[src/rtl/wisc_pkg.sv]
// Shared fetch-stage types and default constants for the WISC core.
// Latency: n/a (declarations only).
// Backpressure: n/a (declarations only).
package wisc_pkg;

    typedef enum logic [1:0] {
        FETCH = 2'd0,
        WAIT  = 2'd1,
        FULL  = 2'd2,
        HALT  = 2'd3
    } if_state_t;

    localparam logic [15:0] RESET_PC_DEF  = 16'h0000;
    localparam logic [15:0] NOP_INSTR_DEF = 16'h0000;
    localparam logic [3:0]  HLT_OP_DEF    = 4'hF;

    // True when the word carries the halt opcode in its top nibble.
    function automatic logic is_hlt(input logic [15:0] word, input logic [3:0] op);
        return word[15:12] == op;
    endfunction

endpackage

[src/rtl/fetch_buf.sv]
// One-entry holding register for an instruction word and its PC+1 while ID stalls.
// Latency: 1 cycle load-to-full; contents readable combinationally while full.
// Backpressure: none internally; the owner must not load while full.
//
// Ports: load captures in_instr/in_pc and sets full; drain or clear empties it
// (clear and drain win over load); out_instr/out_pc are the held entry.
module fetch_buf (
    input  logic        clk,
    input  logic        rst_n,
    input  logic        load,
    input  logic        drain,
    input  logic        clear,
    input  logic [15:0] in_instr,
    input  logic [15:0] in_pc,
    output logic        full,
    output logic [15:0] out_instr,
    output logic [15:0] out_pc
);

    logic        full_q,  full_d;
    logic [15:0] instr_q, instr_d;
    logic [15:0] pc_q,    pc_d;

    always_comb begin
        full_d  = full_q;
        instr_d = instr_q;
        pc_d    = pc_q;
        if (clear || drain) begin
            full_d = 1'b0;
        end else if (load) begin
            full_d  = 1'b1;
            instr_d = in_instr;
            pc_d    = in_pc;
        end
    end

    always_ff @(posedge clk or negedge rst_n) begin
        if (!rst_n) begin
            full_q  <= 1'b0;
            instr_q <= 16'h0000;
            pc_q    <= 16'h0000;
        end else begin
            full_q  <= full_d;
            instr_q <= instr_d;
            pc_q    <= pc_d;
        end
    end

    assign full      = full_q;
    assign out_instr = instr_q;
    assign out_pc    = pc_q;

endmodule

[src/rtl/if_unit.sv]
// Instruction fetch stage: issues word-address requests and presents instr/PC+1 to ID.
// Latency: 1 cycle from an accepted request (imem_req & imem_rdy) to instr_valid.
// Backpressure: stall freezes the outputs; one in-flight word parks in fetch_buf and requests stop.
//
// Ports: clk/rst_n (async active-low); PC_update_done/PC_src/PC_update redirect from EX;
// stall from ID; imem_req/imem_addr/imem_rdy/imem_data to instruction memory;
// instr/PC_out/instr_valid to ID; halted once a HLT has been delivered.
module if_unit
    import wisc_pkg::*;
#(
    parameter logic [15:0] RESET_PC  = RESET_PC_DEF,
    parameter logic [15:0] NOP_INSTR = NOP_INSTR_DEF,
    parameter logic [3:0]  HLT_OP    = HLT_OP_DEF
) (
    input  logic        clk,
    input  logic        rst_n,
    input  logic        PC_update_done,
    input  logic        PC_src,
    input  logic [15:0] PC_update,
    input  logic        stall,
    output logic        imem_req,
    output logic [15:0] imem_addr,
    input  logic        imem_rdy,
    input  logic [15:0] imem_data,
    output logic [15:0] instr,
    output logic [15:0] PC_out,
    output logic        instr_valid,
    output logic        halted
);

    if_state_t   state_q, state_d;
    logic [15:0] pc_q, pc_d;
    logic [15:0] tgt_q, tgt_d;          // redirect target parked while a dropped fetch is outstanding
    logic        discard_q, discard_d;  // outstanding fetch belongs to the old path
    logic [15:0] instr_q, instr_d;
    logic [15:0] pc_out_q, pc_out_d;
    logic        instr_vld_q, instr_vld_d;

    logic        buf_load, buf_drain, buf_clear, buf_full;
    logic [15:0] buf_instr_dat, buf_pc_dat;

    logic        redirect;
    logic        out_free;
    logic [15:0] pc_inc;

    assign redirect = PC_update_done & PC_src;
    // The output slot can take a word if it is empty or ID is consuming it this cycle.
    assign out_free = !instr_vld_q || !stall;
    assign pc_inc   = pc_q + 16'd1;

    // Gated by rst_n so no request is visible while reset is held.
    assign imem_req  = rst_n && ((state_q == FETCH) || (state_q == WAIT));
    assign imem_addr = pc_q;

    fetch_buf u_fetch_buf (
        .clk       (clk),
        .rst_n     (rst_n),
        .load      (buf_load),
        .drain     (buf_drain),
        .clear     (buf_clear),
        .in_instr  (imem_data),
        .in_pc     (pc_inc),
        .full      (buf_full),
        .out_instr (buf_instr_dat),
        .out_pc    (buf_pc_dat)
    );

    always_comb begin
        state_d     = state_q;
        pc_d        = pc_q;
        tgt_d       = tgt_q;
        discard_d   = discard_q;
        instr_d     = instr_q;
        pc_out_d    = pc_out_q;
        instr_vld_d = instr_vld_q;
        buf_load    = 1'b0;
        buf_drain   = 1'b0;
        buf_clear   = 1'b0;

        // ID consumed the current word; show a bubble unless refilled below.
        if (instr_vld_q && !stall) begin
            instr_vld_d = 1'b0;
            instr_d     = NOP_INSTR;
        end

        if (redirect) begin
            instr_vld_d = 1'b0;
            instr_d     = NOP_INSTR;
            buf_clear   = 1'b1;
            if (imem_req && !imem_rdy) begin
                // Memory still owes us a word at the old address: keep the
                // request stable, drop the word when it arrives, then jump.
                state_d   = WAIT;
                discard_d = 1'b1;
                tgt_d     = PC_update;
            end else begin
                state_d   = FETCH;
                discard_d = 1'b0;
                pc_d      = PC_update;
            end
        end else begin
            case (state_q)
                FETCH, WAIT: begin
                    if (imem_rdy) begin
                        if (discard_q) begin
                            state_d   = FETCH;
                            discard_d = 1'b0;
                            pc_d      = tgt_q;
                        end else begin
                            pc_d = pc_inc;
                            if (out_free && !buf_full) begin
                                instr_d     = imem_data;
                                pc_out_d    = pc_inc;
                                instr_vld_d = 1'b1;
                                state_d     = is_hlt(imem_data, HLT_OP) ? HALT : FETCH;
                            end else begin
                                buf_load = 1'b1;
                                state_d  = FULL;
                            end
                        end
                    end else begin
                        state_d = WAIT;
                    end
                end
                FULL: begin
                    if (!stall) begin
                        instr_d     = buf_instr_dat;
                        pc_out_d    = buf_pc_dat;
                        instr_vld_d = 1'b1;
                        buf_drain   = 1'b1;
                        state_d     = is_hlt(buf_instr_dat, HLT_OP) ? HALT : FETCH;
                    end
                end
                HALT: begin
                    state_d = HALT;
                end
                default: begin
                    state_d = FETCH;
                end
            endcase
        end
    end

    always_ff @(posedge clk or negedge rst_n) begin
        if (!rst_n) begin
            state_q     <= FETCH;
            pc_q        <= RESET_PC;
            tgt_q       <= RESET_PC;
            discard_q   <= 1'b0;
            instr_q     <= NOP_INSTR;
            pc_out_q    <= 16'h0000;
            instr_vld_q <= 1'b0;
        end else begin
            state_q     <= state_d;
            pc_q        <= pc_d;
            tgt_q       <= tgt_d;
            discard_q   <= discard_d;
            instr_q     <= instr_d;
            pc_out_q    <= pc_out_d;
            instr_vld_q <= instr_vld_d;
        end
    end

    assign instr       = instr_q;
    assign PC_out      = pc_out_q;
    assign instr_valid = instr_vld_q;
    assign halted      = (state_q == HALT);

endmodule

[config.mk]
export PLATFORM = sky130hd
export DESIGN_NAME = if_unit
export DESIGN_NICKNAME = d
export VERILOG_FILES = /design/src/rtl/wisc_pkg.sv /design/src/rtl/fetch_buf.sv /design/src/rtl/if_unit.sv
export SDC_FILE = /design/constraint.sdc
export NUM_CORES = 1
export LEC_CHECK = 0
export ABC_AREA = 0
export BUFFER_PORTS_ARGS = -buffer_cell sky130_fd_sc_hd__buf_2
export CORE_AREA = 2 2 116 90
export DETAILED_ROUTE_END_ITERATION = 6
export DIE_AREA = 0 0 118 92
export PLACE_DENSITY = 0.73
export SKIP_CTS_REPAIR_TIMING = 1
export SLEW_MARGIN = 5
export SYNTH_ARGS = -nofsm -noshare
export SYNTH_HDL_FRONTEND = slang
export SYNTH_SLANG_ARGS = --single-unit
[constraint.sdc]
create_clock -name clk -period 1.89 [get_ports clk]
set_input_delay 0.0945 -clock clk [delete_from_list [all_inputs] [get_ports clk]]
set_output_delay 0.0945 -clock clk [all_outputs]
set_load 0.005 [all_outputs]
After elaboration in Yosys (flattened, before gate mapping)
Index checks and enable logic that the tools add are counted.
- add/sub/neg operators: 1
- equal/unequal tests: 11
- mux-type cells: 48
- bitwise gates (word level): 3
- reduce and logical (&&, ||, !) cells: 22
- operator list (cell ; count):
    $mux W16 ; 15
    $pmux W16 S2 ; 2
    $mux W1 ; 22
    $add A16 B1 Y16 const B ; 1
    $mux W2 ; 7
    $ne A2 B2 Y1 const B ; 5
    $eq A4 B4 Y1 const B ; 2
    $reduce_bool A2 Y1 ; 4
    $pmux W2 S3 ; 1
    $reduce_and A2 Y1 ; 3
    $reduce_and A6 Y1 ; 1
    $eq A2 B2 Y1 const B ; 2
    $logic_and A1 B1 Y1 ; 4
    $logic_not A1 Y1 ; 4
    $logic_or A1 B1 Y1 ; 3
    $ne A3 B3 Y1 const B ; 1
    $reduce_and A3 Y1 ; 1
    $eq A2 B1 Y1 const B ; 1
    $logic_not A2 Y1 ; 1
    $not A1 Y1 ; 2
    $pmux W1 S2 ; 1
    $reduce_or A2 Y1 ; 1
    $and A1 B1 Y1 ; 1
- register bits: 101
- input bits: 38
- output and inout bits: 51
- word-level logic and storage cells: 95

Depth between registers and ports, before layout
Gate-level depths: netlist of run 1.
- word-level depth: 10
- mapped depth: 7
- depth with buffers taken out: 5

By module
Synthesis of run 1 repeated with hierarchy kept, for this count alone.
- cell total of the unflattened synthesis: 476
- area, all modules: 5191.2 sq um
- modules (own cells, without submodules) (module ; times used ; cells an instance ; area an instance (sq um)):
    if_unit ; 1 ; 405 ; 3943.8
    fetch_buf ; 1 ; 71 ; 1247.4

Worst setup path before layout of run 1
No wires, ideal clock.
- kind: reg-to-reg
- start: reg pc_q[0] (netlist: imem_addr[0])
- end: reg pc_out_q[12] (netlist: PC_out[12])
- library setup time: 0.134 ns
- data arrival time: 1.653 ns
- data required time: 1.756 ns
- path slack: 0.103 ns
- stages on the path, launching flop included: 6
- period minus slack after synthesis: 1.787 ns
- path through: dfrtp_1 > ha_1 > nand3_1 > or4_4 > xor2_1 > o211ai_1
- cells in the longest elaborated chain, start to end: 5
- ends and longest elaborated chain (item ; RTL line ; text):
    start, declared ; if_unit.sv:32 ; logic [15:0] pc_q, pc_d;
    start signal, assigned ; if_unit.sv:155 ; pc_q <= pc_d;
    $add A16 B1 Y16 ; if_unit.sv:49 ; assign pc_inc = pc_q + 16'd1;
    $mux W16 ; if_unit.sv:111 ; if (out_free && !buf_full) begin
    $mux W16 ; if_unit.sv:105 ; if (discard_q) begin
    $mux W16 ; if_unit.sv:104 ; if (imem_rdy) begin
    $pmux W16 S2 ; if_unit.sv:102 ; case (state_q)
    end signal, assigned ; if_unit.sv:159 ; pc_out_q <= pc_out_d;
    end, declared ; if_unit.sv:36 ; logic [15:0] pc_out_q, pc_out_d;
No other way between the ends. The select of a mux whose other input is x is not followed.
A chain may end at the register's enable or synchronous reset.

Final worst setup path of run 1
- start: reg pc_q[6] (netlist: imem_addr[6])
- end: reg pc_out_q[12] (netlist: PC_out[12])
Same word-level chain as after synthesis.

==> results of run 1 <==
## routing by layer
metal / track usage, % / up-vias
met5: 0 / -
met4: 9.940 / 0
met3: 5.224 / 20
met2: 36.63 / 159
met1: 35.78 / 2072
li1: - / 1954
## sequential cells by signal, summed over array words and instances, names as in the netlist
signal	flops
state_q	2
imem_addr	16
PC_out	16
instr_valid	1
discard_q	1
tgt_q	16
u_fetch_buf.full	1
instr	16
u_fetch_buf.out_pc	16
u_fetch_buf.out_instr	16
## logic make-up after synthesis
logic type / share of synthesized area [%]
mux: 9.298
compound gates: 20.29
fa+ha+maj: 0.2533
buf+inv: 3.952
xor+xnor: 1.773
flops: 51.18
simple gates: 13.25
## layout make-up
| cell class | count | area (µm²) |
|---|---|---|
| tap | 136 | 170.2 |
| sequential | 101 | 2527 |
| fill | 839 | 3796 |
| inverter | 6 | 22.52 |
| multi-input combinational | 319 | 2233 |
| clock inverter | 6 | 47.55 |
| clock buffer | 10 | 229.0 |
| timing repair buffer | 135 | 863.3 |
## synthesized netlist by cell type, drive strengths merged, types with 5 or more instances
cell type  instances
nand2b             8
clkbuf            13
o21ai             22
o31ai             11
mux2              39
nand4              9
a21oi             30
nand2             27
buf               23
nor3              15
xnor2              5
o2bb2ai           16
nor2              35
and3               5
dfrtp            101
xor2               5
o22a               6
a31oi              6
nand3              6
inv                6
o211ai             8
a22oi             16
o2111ai            6
## worst max-delay path, stage by stage, from the launching register on
cell      delay, ps
dfrtp_1         510
nand3_1         240
or4_4           580
xor2_1          200
o211ai_1        110
## final timing paths
kind,endpoint,cells after the start,slack [ps]
worst max-delay path,PC_out[12],4,120
worst min-delay path,tgt_q[6],2,-9
worst max register to register,PC_out[12],4,120
worst min register to register,instr[8],1,490
max in group asynchronous,PC_out[5],3,330
min in group asynchronous,discard_q,2,190
## power groups by stage
stage | Clock (W) | Sequential (W) | Combinational [W]
2_1_floorplan | 0 | 0.00386 | 0.00252
3_3_place_gp | 0 | 0.00400 | 0.00383
3_5_place_dp | 0 | 0.00405 | 0.00395
4_1_cts | 0.00179 | 0.00403 | 0.00397
5_1_grt | 0.00186 | 0.00419 | 0.00442
6_report | 0.00175 | 0.00404 | 0.00401
## stage by stage
| step | power, W | hold WS [ps] | TNS, ps | instances | setup WS [ps] |
|---|---|---|---|---|---|
| after floorplan | 0.006382 | -201.1 | 0 | 462 | 102.5 |
| after global placement | 0.007829 | -17.33 | 0 | 680 | 90.63 |
| after detailed placement | 0.007997 | -9.412 | -115.0 | 680 | -31.16 |
| after CTS | 0.009785 | -389.3 | -285.5 | 696 | -46.28 |
| after global routing | 0.01047 | 0.1486 | 0 | 713 | 10.64 |
| final | 0.009811 | -9.061 | 0 | 713 | 116.6 |
==> results.yml, run 1 <==
detailed_routing:
  wl_met2_mm: 6.026
  drt_iter0_drc: 257
  num_vias: 4205
  drt-pass1-iter-count: 4
  vias_per_cell: 5.898
  dr_wl_met3_mm: 1.034
  antenna_left: 0
  detail_route.wl_per_cell_um: 18.50
  post-route-drc-count: 0
  routed.top_layer: "met4"
  wl_mm: 13.19
  wl_met1_mm: 5.895
worst_setup_path:
  critPathArrivalTime_ps: 2000
  start_kind: "flop"
  required_ps: 2120
  cp-end-kind: "flop"
  startpoint: "imem_addr[6]"
  criticalPathCategory: "reg -> reg"
  cp_max_fo: 8
  r2r-start: "imem_addr[6]"
floorplanning:
  die_area_mm2: 0.01086
  start_util_pct: 49.94
  rows: 32
  die_y_um: 92
  io_pins: 89
  core_mm2: 0.009889
  die_w_um: 118
timing:
  max_freq_mhz: 563.9
  slew-limit-headroom_pct: 28.18
  grt_setup_unrepaired: "false"
  finalClockSkew_ps: 5.645
  tightest_slew_ps: 1077
  hold_violations: 4
  setup_viol: 0
  min_period_ps: 1773
  min_period_over_period_pct: 93.83
  slew_viol_final: 0
  whs_ps: -9.061
final_layout:
  fin_util_pct: 61.61
  area_growth_pct: 23.38
  diodes: 0
  fin_nets: 611
  final_common_cell: "dfrtp_1"
  final_area_mm2: 0.006093
  final_layout_size_suffix_gt1_share_pct: 31.72
  layout_common_cells: "101 x dfrtp_1, 87 x buf_2, 39 x mux2_2"
power_and_ir_drop:
  combPwrFrac_pct: 40.9
  clkPwrFrac_pct: 17.9
  p_leak_nw: 2.608
  ir_drop_mv: 0.7946
  power_frac_seq_pct: 41.2
  p_int_w: 0.006022
  p_sw_w: 0.003790
  powerDensity_mw_per_mm2: 1610
  switching_share_pct: 38.63
yosys:
  yosys-top-cells-area: "dfrtp_1 51%, mux2_2 8.9%, a21oi_1 3.0%"
  synth_top_area_cell: "dfrtp_1"
  synthCells: 462
  seq_area_frac_synth_pct: 51.18
  synth_async_sr_flop_share_pct: 100.0
  syn_area_mm2: 0.004938
  synth_flop_cell: "dfrtp_1"
  synth_top_area_share_pct: 51.18
  syn_area_per_cell_um2: 10.69
  synth_nets: 501
  synth_seq_cells: 101
  ys_types: 55
  synth-edff-count: 0
  yosysWarnings: 0
status:
  status: "finished with violations"
  failed_checks: "negative hold slack"
place:
  port_buffers: 88
  postPlaceCellArea_mm2: 0.005638
  hpwlAfterDp_mm: 9.107
  gp_congestion: 0.9086
run:
  cap_viol_max_count: 0
clocking:
  clk_pin_slew_worst_paths_ps: 70
  cts_buffers: 9
  clkSinkCount: 101
  clk_path_buf_depth: 2
  cts_tree: "built"
  cts_max_level: 3
  root_buffer: "clkbuf_16"
  clk-insertion-delay-late_ps: 360
min_path:
  min_from: "PC_update[6]"
  hp-class: "in -> reg"
global_routing:
  grt_pass1_wl_mm: 20.82
  track_usage_pct: 24.79
  grt_max_degree: 86
  overflow: 0
  grt_pass1_vias: 4034
  antenna_found_initial: 0
Note: power is estimated with default switching activity, not from simulation.
==> run 2: changes to the inputs <==
--- a/config.mk
+++ b/config.mk
@@ -7,9 +7,9 @@
 export LEC_CHECK = 0
 export ABC_AREA = 0
 export BUFFER_PORTS_ARGS = -buffer_cell sky130_fd_sc_hd__buf_2
-export CORE_AREA = 2 2 116 90
+export CORE_AREA = 2 2 86 121
 export DETAILED_ROUTE_END_ITERATION = 6
-export DIE_AREA = 0 0 118 92
+export DIE_AREA = 0 0 88 123
 export PLACE_DENSITY = 0.73
 export SKIP_CTS_REPAIR_TIMING = 1
 export SLEW_MARGIN = 5
==> run 2 against run 1 <==
Effect of this change: critical path type unchanged; the flow still finishes with violations (negative hold slack); sequential power is essentially flat; global-route usage rose by 0.90 points; non-clock buffer count down 7; utilization rose by 0.69 points; routed wire length down 1.3%; hold slack worse by 6.1 ps; register-to-register slack improved by 30 ps; clock skew is 3.4 ps higher; die area shrank 0.29%; sequential cell count unchanged; critical path depth unchanged.
==> results.yml, run 2 (same netlist as run 1, synthesis figures left out) <==
clocking:
  cts_max_level: 3
  clk_path_buf_depth: 2
  cts_buffers: 9
  cts_tree: "built"
  clk-insertion-delay-late_ps: 350
  clkSinkCount: 101
  clk_pin_slew_worst_paths_ps: 70
  root_buffer: "clkbuf_16"
worst_setup_path:
  required_ps: 2140
  criticalPathCategory: "reg -> reg"
  start_kind: "flop"
  regToRegSetupSlack_ps: 140
  critPathArrivalTime_ps: 2000
  r2r-start: "imem_addr[4]"
  reg2reg_depth: 4
  cp-end-kind: "flop"
  cp_max_fo: 8
  r2r-end: "imem_addr[15]"
detailed_routing:
  drt-pass1-iter-count: 5
  dr_wl_met3_um: 714
  num_vias: 4218
  detail_route.wl_per_cell_um: 18.46
  routed.top_layer: "met4"
  vias_per_cell: 5.983
  wl_met1_mm: 5.137
  post-route-drc-count: 0
  wl_met2_mm: 6.465
  drt_iter0_drc: 317
  wl_mm: 13.02
  antenna_left: 0
final_layout:
  final_common_cell: "dfrtp_1"
  area_growth_pct: 22.85
  diodes: 0
  fin_nets: 604
  layout_common_cells: "100 x dfrtp_1, 87 x buf_2, 39 x mux2_2"
  final_layout_size_suffix_gt1_share_pct: 32.98
power_and_ir_drop:
  p_total_w: 0.01001
  powerDensity_mw_per_mm2: 1650
  p_leak_nw: 2.592
  ir_drop_mv: 0.7442
floorplanning:
  rows: 43
  core_mm2: 0.009738
  io_pins: 89
  die_area_mm2: 0.01082
  start_util_pct: 50.71
  die_w_um: 88
  die_y_um: 123
global_routing:
  track_usage_pct: 25.68
  overflow: 0
  grt_pass1_wl_mm: 21.20
  grt_pass1_vias: 4265
  grt_max_degree: 70
  antenna_found_initial: 0
timing:
  tightest_slew_ps: 857.3
  finalClockSkew_ps: 9.085
  grt_setup_unrepaired: "false"
  slew-limit-headroom_pct: 42.85
  hold_violations: 8
  slew_viol_final: 0
  setup_viol: 0
  min_period_ps: 1748
  min_period_over_period_pct: 92.49
  finalSetupTns_ps: 0
  max_freq_mhz: 572.0
  whs_ps: -15.21
min_path:
  whs_path_depth: 2
  min_from: "imem_data[6]"
  min_to: "u_fetch_buf.out_instr[6]"
  hp-class: "in -> reg"
run:
  cap_viol_max_count: 0
place:
  port_buffers: 88
  gp_congestion: 0.8907
  hpwlAfterDp_mm: 9.080
status:
  failed_checks: "negative hold slack"
  status: "finished with violations"
[run 2: cell type report]
class	instances	area, µm²
Fill cell	799	3671
Sequential cell	101	2529
Multi-Input combinational cell	319	2247
Timing Repair Buffer	128	793.3
Clock buffer	9	225.2
Tap cell	135	168.9
Clock inverter	7	81.33
Inverter	6	22.52
[run 2: power breakdown]
| part | switching (W) | total [W] | internal [W] |
|---|---|---|---|
| registers | 0.000832 | 0.00404 | 0.00321 |
| clock network | 0.000881 | 0.00193 | 0.00105 |
| logic | 0.00211 | 0.00404 | 0.00193 |
[run 2: per-layer routing]
metal / vias up / global-route usage (%)
met2: 168 / 40.96
met5: - / 0
met3: 41 / 4.806
li1: 1937 / -
met4: 0 / 17.12
met1: 2072 / 31.37
[run 2: how the worst max path moves through the flow]
stage	endpoint	start	slack (ps)	cells past startpoint
finish	imem_addr[15]	imem_addr[4]	140	4
global route	PC_out[12]	imem_addr[5]	30	4
CTS	instr[15]	state_q[1]	30	4
detailed placement	instr[5]	state_q[1]	60	4
global placement	PC_out[12]	imem_addr[0]	120	5
floorplan	PC_out[12]	imem_addr[0]	100	5
[run 2: critical path, stage by stage, from the launching register on]
cell and delay, ps:
dfrtp_1 530, nand4_1 260, nor4_2 370, xnor2_1 190, a311oi_1 300
[run 2: metrics by stage]
step | hold WS, ps | std cells | worst slack (ps) | utilization (%) | area [µm²]
2_1_floorplan | -201.1 | 462 | 102.5 | - | 4938
3_3_place_gp | 193.5 | 678 | 120.0 | 57.81 | 5629
3_5_place_dp | 206.1 | 678 | 57.69 | 57.81 | 5629
4_1_cts | -177.0 | 694 | 30.01 | 60.95 | 5936
5_1_grt | 0.6472 | 705 | 32.79 | 62.30 | 6067
6_report | -15.21 | 705 | 141.9 | 62.30 | 6067
